[src/rtl/rotate_shift_pipe_pkg.sv]
// Shared ALU definitions: shift/rotate mode encodings and the data-width legality check.
package rotate_shift_pipe_pkg;

  typedef enum logic [1:0] {
    MODE_ROR = 2'b00,
    MODE_ROL = 2'b01,
    MODE_SRL = 2'b10,
    MODE_SRA = 2'b11
  } mode_e;

  localparam int unsigned MIN_WIDTH = 8;
  localparam int unsigned MAX_WIDTH = 64;

  // Legal data widths are powers of two within [MIN_WIDTH, MAX_WIDTH].
  function automatic bit width_ok(input int unsigned w);
    return (w >= MIN_WIDTH) && (w <= MAX_WIDTH) && ((w & (w - 1)) == 0);
  endfunction

endpackage

[src/rtl/rotate_shift_pipe_if.sv]
// Request/result handshake bundle for the pipelined rotate/shift unit.
interface rotate_shift_pipe_if #(
  parameter int unsigned WIDTH = 32,
  parameter int unsigned SHW   = $clog2(WIDTH)
);
  logic             in_valid;
  logic             in_ready;
  logic [WIDTH-1:0] in_data;
  logic [SHW-1:0]   in_shift;
  logic [1:0]       in_mode;
  logic             out_valid;
  logic             out_ready;
  logic [WIDTH-1:0] out_data;
  logic             out_zero;

  modport master (
    output in_valid, in_data, in_shift, in_mode, out_ready,
    input  in_ready, out_valid, out_data, out_zero
  );

  modport slave (
    input  in_valid, in_data, in_shift, in_mode, out_ready,
    output in_ready, out_valid, out_data, out_zero
  );
endinterface

[src/rtl/rotate_shift_stage.sv]
// One log-shifter stage: conditional shift/rotate by DIST, then the stage register.
module rotate_shift_stage
  import rotate_shift_pipe_pkg::*;
#(
  parameter int unsigned WIDTH = 32,
  parameter int unsigned DIST  = 1,
  parameter int unsigned SHW   = $clog2(WIDTH)
) (
  input  logic             clk,
  input  logic             rst,
  input  logic             en,
  input  logic             clr,
  input  logic             d_valid,
  input  logic [WIDTH-1:0] d_data,
  input  logic [SHW-1:0]   d_shift,
  input  mode_e            d_mode,
  output logic             q_valid,
  output logic [WIDTH-1:0] q_data,
  output logic [SHW-1:0]   q_shift,
  output mode_e            q_mode
);

  localparam int unsigned BIT = $clog2(DIST);

  logic [WIDTH-1:0] shifted_c;

  // SRA fills with the current MSB; earlier SRA stages never alter it, so it is the original sign.
  always_comb begin
    shifted_c = d_data;
    if (d_shift[BIT]) begin
      case (d_mode)
        MODE_ROR: shifted_c = {d_data[DIST-1:0], d_data[WIDTH-1:DIST]};
        MODE_ROL: shifted_c = {d_data[WIDTH-DIST-1:0], d_data[WIDTH-1:WIDTH-DIST]};
        MODE_SRL: shifted_c = {{DIST{1'b0}}, d_data[WIDTH-1:DIST]};
        MODE_SRA: shifted_c = {{DIST{d_data[WIDTH-1]}}, d_data[WIDTH-1:DIST]};
        default:  shifted_c = d_data;
      endcase
    end
  end

  always_ff @(posedge clk or posedge rst) begin
    if (rst) begin
      q_valid <= 1'b0;
    end else if (clr) begin
      q_valid <= 1'b0;
    end else if (en) begin
      q_valid <= d_valid;
    end
  end

  // Payload keeps its value across flush/reset and only loads real requests.
  always_ff @(posedge clk) begin
    if (en && !clr && d_valid) begin
      q_data  <= shifted_c;
      q_shift <= d_shift;
      q_mode  <= d_mode;
    end
  end

endmodule

[src/rtl/rotate_shift_pipe.sv]
// Pipelined rotate/shift unit: SHW registered log-shifter stages with a global stall.
module rotate_shift_pipe
  import rotate_shift_pipe_pkg::*;
#(
  parameter int unsigned WIDTH = 32,
  parameter int unsigned SHW   = $clog2(WIDTH)
) (
  input  logic clk,
  input  logic rst,
  input  logic flush,
  rotate_shift_pipe_if.slave bus
);

  if (!width_ok(WIDTH)) begin : g_width_check
    $error("rotate_shift_pipe: WIDTH must be a power of two between 8 and 64");
  end

  logic advance_c;
  logic accept_c;

  logic             stg_valid [SHW+1];
  logic [WIDTH-1:0] stg_data  [SHW+1];
  logic [SHW-1:0]   stg_shift [SHW+1];
  mode_e            stg_mode  [SHW+1];

  // The whole pipe moves together; a held result freezes every stage, bubbles included.
  assign advance_c    = bus.out_ready || !bus.out_valid;
  assign bus.in_ready = !rst && !flush && advance_c;
  assign accept_c     = bus.in_valid && bus.in_ready;

  assign stg_valid[0] = accept_c;
  assign stg_data[0]  = bus.in_data;
  assign stg_shift[0] = bus.in_shift;
  assign stg_mode[0]  = mode_e'(bus.in_mode);

  for (genvar k = 0; k < SHW; k++) begin : g_stage
    rotate_shift_stage #(
      .WIDTH (WIDTH),
      .DIST  (32'(1) << k),
      .SHW   (SHW)
    ) u_stage (
      .clk     (clk),
      .rst     (rst),
      .en      (advance_c),
      .clr     (flush),
      .d_valid (stg_valid[k]),
      .d_data  (stg_data[k]),
      .d_shift (stg_shift[k]),
      .d_mode  (stg_mode[k]),
      .q_valid (stg_valid[k+1]),
      .q_data  (stg_data[k+1]),
      .q_shift (stg_shift[k+1]),
      .q_mode  (stg_mode[k+1])
    );
  end

  assign bus.out_valid = stg_valid[SHW];
  assign bus.out_data  = stg_data[SHW];
  assign bus.out_zero  = (stg_data[SHW] == '0);

endmodule
[src/flat_wrapper.sv]
// flat-port wrapper written by rule: the top's interface ports become plain ports
module rotate_shift_pipe_flat import rotate_shift_pipe_pkg::*;
#(
  parameter int unsigned WIDTH = 32,
  parameter int unsigned SHW   = $clog2(WIDTH)
)
  (clk, rst, flush, bus_in_valid, bus_in_data, bus_in_shift, bus_in_mode, bus_out_ready, bus_in_ready, bus_out_valid, bus_out_data, bus_out_zero);
  rotate_shift_pipe_if #(.WIDTH(WIDTH), .SHW(SHW)) bus_i ();
  input  logic clk;
  input  logic rst;
  input  logic flush;
  input wire logic [$bits(bus_i.in_valid)-1:0] bus_in_valid;
  input wire logic [$bits(bus_i.in_data)-1:0] bus_in_data;
  input wire logic [$bits(bus_i.in_shift)-1:0] bus_in_shift;
  input wire logic [$bits(bus_i.in_mode)-1:0] bus_in_mode;
  input wire logic [$bits(bus_i.out_ready)-1:0] bus_out_ready;
  output wire logic [$bits(bus_i.in_ready)-1:0] bus_in_ready;
  output wire logic [$bits(bus_i.out_valid)-1:0] bus_out_valid;
  output wire logic [$bits(bus_i.out_data)-1:0] bus_out_data;
  output wire logic [$bits(bus_i.out_zero)-1:0] bus_out_zero;
  assign bus_i.in_valid = bus_in_valid;
  assign bus_i.in_data = bus_in_data;
  assign bus_i.in_shift = bus_in_shift;
  assign bus_i.in_mode = bus_in_mode;
  assign bus_i.out_ready = bus_out_ready;
  assign bus_in_ready = bus_i.in_ready;
  assign bus_out_valid = bus_i.out_valid;
  assign bus_out_data = bus_i.out_data;
  assign bus_out_zero = bus_i.out_zero;
  rotate_shift_pipe #(.WIDTH(WIDTH), .SHW(SHW)) u_core (.clk(clk), .rst(rst), .flush(flush), .bus(bus_i));
endmodule
[config.mk]
export PLATFORM = sky130hd
export DESIGN_NAME = rotate_shift_pipe_flat
export DESIGN_NICKNAME = d
export VERILOG_FILES = /design/src/rtl/rotate_shift_pipe_pkg.sv /design/src/rtl/rotate_shift_pipe_if.sv /design/src/rtl/rotate_shift_stage.sv /design/src/rtl/rotate_shift_pipe.sv /design/src/flat_wrapper.sv
export SDC_FILE = /design/constraint.sdc
export NUM_CORES = 1
export LEC_CHECK = 0
export ABC_AREA = 1
export CORE_MARGIN = 2
export CORE_UTILIZATION = 26
export DETAILED_ROUTE_END_ITERATION = 10
export PLACE_DENSITY = 0.48
export SETUP_SLACK_MARGIN = 0.02
export SLEW_MARGIN = 25
export SYNTH_ARGS = -nofsm -noshare
export SYNTH_HDL_FRONTEND = slang
export SYNTH_SLANG_ARGS = --single-unit
[constraint.sdc]
create_clock -name clk -period 4.02 [get_ports clk]
set_clock_uncertainty 0.05 [all_clocks]
set_input_delay 0.603 -clock clk [delete_from_list [all_inputs] [get_ports clk]]
set_output_delay 0.603 -clock clk [all_outputs]
set_load 0.03 [all_outputs]
==> results.tsv, run 1 <==
metric	value	unit
vias in the first global route	6055	
worst setup path endpoint	bus_in_ready	
Hold WC Path Type	primary input to asynchronous set/reset pin	
Final setup viols	0	
Setup TNS	0	ps
Final nets	1027	
Core ar.	34540	um^2
Int Pwr	3.078	mW
Avg Inst Size Synth	9.721	um^2
DRT Pass-1 Iters	5	
CP max FO	8	
WL final	20290	um
global placer's final weighted congestion	0.8153	
CTS root buffer	clkbuf_16	
CTS max path bufs	2	
Final Critical Period	2944	ps
RSZ-0062 raised after global routing	false	
chip height	191.2	um
initial core utilization	0.2637	
sw power	1.018	mW
worst path cell trace	clkdlybuf4s50_1 > inv_1 > nand2_1 > nand2_1 > nor2_1 > clkdlybuf4s50_1	
Sw Ratio	0.2486	
Ant. Diodes	0	
layout cells sized above 1	0.07831	
setup bufs post-CTS	0	
max_cap viols	0	
pre-CTS setup slack	1062	ps
Reg power frac	0.522	
P_leak	3.670	nW
DRT antenna net count	0	
vias per inst	4.588	
Adder-Cell Fraction of Synth Area	0	
Area growth syn-to-layout	18.50	%
initial antenna violation count	0	
Crit Path Class	primary input to primary output	
Port Buf Inserts	78	
net count of the mapped netlist	981	
number of DRC markers in iteration 0	584	
first-pass GRT wire length	32570	um
clock power share	0.424	
mux contribution to synthesized area	0.01978	
Non-Filler Instances	1451	
Setup crit start	bus_out_ready	
Slowest cell on crit path	clkdlybuf4s50_1	
fmax	339.7	MHz
Slew @ Worst Pin	980.9	ps
vias	6657	
Seq/Total Area, Yosys	0.6005	
Mapped Cells	937	
worst vdd ir	345.9	uV
Post-Syn Area	9109	um^2
register bit total from synthesis	183	
Core Rows	68	
Largest delay share family, worst path	buffers and inverters	
complex-gate fraction of the synthesized area	0.1490	
GRT overflow	0	
PD cells	379.5	nW/um^2
critical path launch point type	primary input	
Area contributors post-synth	edfxtp_1 (59%), a21oi_1 (12%), nor2_1 (7.3%)	
setup ws final	1076	ps
chip width	191.2	um
Ports	79	
largest net degree at the start of global routing	49	
period utilization	0.7322	
Worst setup EP type	primary output	
clk sinks	183	
Total Routing Usage GR	0.1127	
Worst path depth	6	
Comb pwr share	0.054	
worst skew pair latency	430	ps
Reg2Reg Setup Slack	1920	ps
CTS H-tree lvls	4	
cts repair resizes	0	
post-DP HPWL	14610	um
CTS tree	yes	
Worst EP arrival	2290	ps
sum of buffers and inverters on the critical path	3	
cell count after placement	1419	
Synth Area in Simple Gates	0.1713	
yosys warns	0	
CP max stage delay	700	ps
largest area contributor in the netlist	edfxtp_1	
# DRC	0	
Power Total	4.097	mW
largest family of logic cells by synthesized area	simple AND/OR/NAND/NOR gates	
Rel. slew slack	0.3461	
clock transition time at the flip-flop clock pins of the worst setup and hold paths	80	ps
Final Hold Vio Count	0	
die area	36550	um^2
XOR/XNOR Fraction of Synth Area	0	
Cell variety after synth	25	
Slew Limit Fails	0	
fill count	3593	
most common cell after layout, fill and taps aside	a21oi_1	
status	complete, no violations	
RR Startpoint	u_core.g_stage[2].u_stage.q_shift[3]$_DFFE_PP_	
WL/cell	13.98	um
commonest cells after routing, fill and taps aside	a21oi_1 (216), edfxtp_1 (178), nor2_1 (172)	
Num CTS Buffers	17	
R2R depth	3	
reg2reg end	u_core.g_stage[3].u_stage.q_data[1]$_DFFE_PP_	
# hold bufs at CTS	0	
top-area cell type share of the netlist area	0.5868	
worst endpoint required time	3370	ps
-- power by group through the flow --
stage / sequential, mW / clock, mW / combinational, mW
detailed placement: 2.18 / 0 / 0.222
global placement: 2.18 / 0 / 0.220
CTS: 2.14 / 1.78 / 0.223
finish: 2.14 / 1.74 / 0.221
global route: 2.14 / 1.84 / 0.252
floorplan: 2.17 / 0 / 0.135
-- flip-flops by register name, summed over array words and instances, names as in the netlist --
signal and cells:
u_core.g_stage.u_stage.q_mode 8, u_core.g_stage.u_stage.q_shift 10, u_core.g_stage.u_stage.q_valid 5, u_core.g_stage.u_stage.q_data 160
-- layer usage --
layer,GRT usage,share of wire,vias up,wire length (um)
met3,0.02130,0.035,21,703
li1,-,-,3401,-
met5,0,0,-,0
met4,0.02959,0.013,0,258
met1,0.1527,0.49,3075,9861
met2,0.1849,0.47,160,9466
-- through the flow --
stage               instance area (um^2)    util  hold slack (ps)
floorplan                           9109       -            331.5
detailed placement                 10160  0.2942            354.5
global placement                   10160  0.2942            353.0
finish                             10790  0.3125            349.8
CTS                                10790  0.3125            334.0
global route                       10790  0.3125            374.8
-- cells in the mapped netlist --
master,number
inv_8,1
o22ai_1,3
edfxtp_1,178
nor2_1,176
nand2_1,120
dfrtp_1,5
o21ai_1,4
buf_8,1
a21oi_1,216
nand2_4,3
o211ai_1,7
buf_2,32
buf_4,13
clkbuf_1,10
buf_12,1
nand3_1,75
nand3_4,1
o21ai_0,17
mux2_2,16
inv_2,5
nand3_2,1
a31oi_1,16
buf_6,7
inv_1,27
nand2_2,2
-- cell families (layout without fill, tap and decap cells) --
logic type      after synthesis  count (layout)
simple gates                378             378
compound gates              263             263
flops                       183             183
buf+inv                      97             156
mux                          16              16
-- worst min path at each step --
stage / start / endpoint
2_1_floorplan: rst / u_core.g_stage[0].u_stage.q_valid$_DFFE_PP0P_
3_3_place_gp: u_core.g_stage[1].u_stage.q_shift[4]$_DFFE_PP_ / u_core.g_stage[2].u_stage.q_shift[4]$_DFFE_PP_
3_5_place_dp: u_core.g_stage[1].u_stage.q_shift[4]$_DFFE_PP_ / u_core.g_stage[2].u_stage.q_shift[4]$_DFFE_PP_
4_1_cts: rst / u_core.g_stage[0].u_stage.q_valid$_DFFE_PP0P_
5_1_grt: rst / u_core.g_stage[4].u_stage.q_valid$_DFFE_PP0P_
6_report: rst / u_core.g_stage[4].u_stage.q_valid$_DFFE_PP0P_
-- worst register-to-register path, stage by stage, from the launching register on --
cell and delay, ps:
edfxtp_1 700, inv_2 680, a21oi_1 110, a21oi_1 350
-- layout make-up --
type                    instances  area [um^2]  share of cell area
well taps                     455        569.3             0.05274
repair buffers                 91        878.3             0.08137
clock buffers                  17        425.4             0.03941
multi-input cells             657         3113              0.2884
inverters                      33        131.4             0.01217
flip-flops and latches        183         5470              0.5068
clock inverters                15        206.4             0.01913
No activity file was read; power rests on OpenSTA's default activity.
==> run 2, diff against run 1 <==
- clock period: 4.02 -> 2.89 ns (I/O delays scaled with it)
==> run 2 against run 1 <==
Routed wire length grew 1.9%. Clock power grew 32%. Setup slack lost 610 ps. Combinational power grew 42%. Non-clock buffer count grew 5. Critical path depth is the same. Sequential cell count is the same. Global-route usage grew 0.32 points. Core utilization is essentially flat. Design area grew 0.15%. Critical endpoint is now bus_out_zero. Largest cell class unchanged. Largest power group unchanged.
==> results.tsv, run 2 (synthesis gave the netlist of run 1 again) <==
metric	value	unit
status	complete, no violations	
Num CTS Buffers	17	
Setup crit start	u_core.g_stage[4].u_stage.q_data[9]$_DFFE_PP_	
chip height	191.2	um
Ant. Diodes	0	
cts repair resizes	0	
Worst EP arrival	1940	ps
chip width	191.2	um
Crit Path Class	flop to primary output	
Hold WC Path Type	primary input to asynchronous set/reset pin	
CTS root buffer	clkbuf_16	
Rel. slew slack	0.3719	
RSZ-0062 raised after global routing	false	
clock power share	0.411	
cell count after placement	1424	
Ports	79	
Non-Filler Instances	1456	
Largest register FFs	160	
number of DRC markers in iteration 0	393	
PD cells	516.6	nW/um^2
sw power	1.343	mW
Comb pwr share	0.056	
setup bufs post-CTS	0	
WL/cell	14.21	um
# hold bufs at CTS	0	
Hold Slack	177.3	ps
Core ar.	34540	um^2
Final Hold Vio Count	0	
Top reg by flops	u_core.g_stage.u_stage.q_data	
Placed Area	10210	um^2
fmax	411.8	MHz
Reg power frac	0.532	
vias per inst	4.598	
top flop regs	u_core.g_stage.u_stage.q_data (160), u_core.g_stage.u_stage.q_shift (10), u_core.g_stage.u_stage.q_mode (8)	
Final Critical Period	2428	ps
first-pass GRT wire length	33400	um
Final setup viols	0	
RR Startpoint	u_core.g_stage[2].u_stage.q_mode[1]$_DFFE_PP_	
worst skew pair latency	430	ps
vias	6694	
largest net degree at the start of global routing	49	
critical path launch point type	flop	
vias in the first global route	6166	
die area	36550	um^2
period utilization	0.8402	
fill count	3612	
DRT antenna net count	0	
GRT overflow	0	
Final nets	1032	
P_leak	3.681	nW
max_cap viols	0	
Port Buf Inserts	78	
Area growth syn-to-layout	18.68	%
final instance area	10810	um^2
worst endpoint required time	2410	ps
worst vdd ir	403.5	uV
CTS max path bufs	2	
Worst setup EP type	primary output	
DRT Pass-1 Iters	5	
Int Pwr	4.242	mW
Total Routing Usage GR	0.1159	
clock transition time at the flip-flop clock pins of the worst setup and hold paths	80	ps
global placer's final weighted congestion	0.8190	
Register Area	5470	um^2
Slew @ Worst Pin	941.1	ps
Slew Limit Fails	0	
CTS tree	yes	
pre-CTS setup slack	500.5	ps
WL final	20680	um
setup ws final	461.8	ps
Sw Ratio	0.2405	
initial antenna violation count	0	
final cell utilization of the core	0.3130	
most common cell after layout, fill and taps aside	a21oi_1	
# DRC	0	
CTS H-tree lvls	4	
initial core utilization	0.2637	
layout cells sized above 1	0.08292	
post-DP HPWL	14860	um
Power Total	5.585	mW
commonest cells after routing, fill and taps aside	a21oi_1 (216), edfxtp_1 (178), nor2_1 (172)	
Core Rows	68	
Setup TNS	0	ps
clk sinks	183	
multi-input logic area	3113	um^2
CP max FO	2	
[run 2: worst paths after layout]
kind | endpoint | slack [ps] | cells after the start
worst min register to register | u_core.g_stage[2].u_stage.q_shift[4]$_DFFE_PP_ | 370 | 0
worst max register to register | u_core.g_stage[3].u_stage.q_data[17]$_DFFE_PP_ | 940 | 4
worst min-delay path | u_core.g_stage[4].u_stage.q_valid$_DFFE_PP0P_ | 180 | 2
min in group clk | u_core.g_stage[2].u_stage.q_shift[4]$_DFFE_PP_ | 370 | 0
max in group asynchronous | u_core.g_stage[2].u_stage.q_valid$_DFFE_PP0P_ | 2430 | 2
worst max-delay path | bus_out_zero | 460 | 6
[run 2: final cells by class]
class,count,area share
clock buffers,17,0.03935
clock inverters,15,0.01597
inverters,33,0.01215
multi-input cells,657,0.2880
flip-flops and latches,183,0.5060
well taps,455,0.05266
repair buffers,96,0.08588
[run 2: critical path, stage by stage (launching register included)]
cell and delay (ps):
edfxtp_1 400, nor2_1 120, nand2_1 80, nor2_1 110, nand2_1 60, nor2_1 80, clkdlybuf4s50_1 660
[run 2: per-layer routing]
layer	routed length [um]	vias to the layer above	track usage
li1	-	3404	-
met1	9873	3101	0.1570
met2	9633	163	0.1884
met3	757	26	0.01964
met4	419	0	0.03757
met5	0	-	0
[run 2: power by group through the flow]
stage | Sequential [mW] | Clock, mW | Combinational, mW
after global routing | 2.98 | 2.46 | 0.359
after detailed placement | 3.03 | 0 | 0.316
after global placement | 3.03 | 0 | 0.313
after floorplan | 3.02 | 0 | 0.187
final | 2.97 | 2.30 | 0.314
after CTS | 2.97 | 2.37 | 0.317
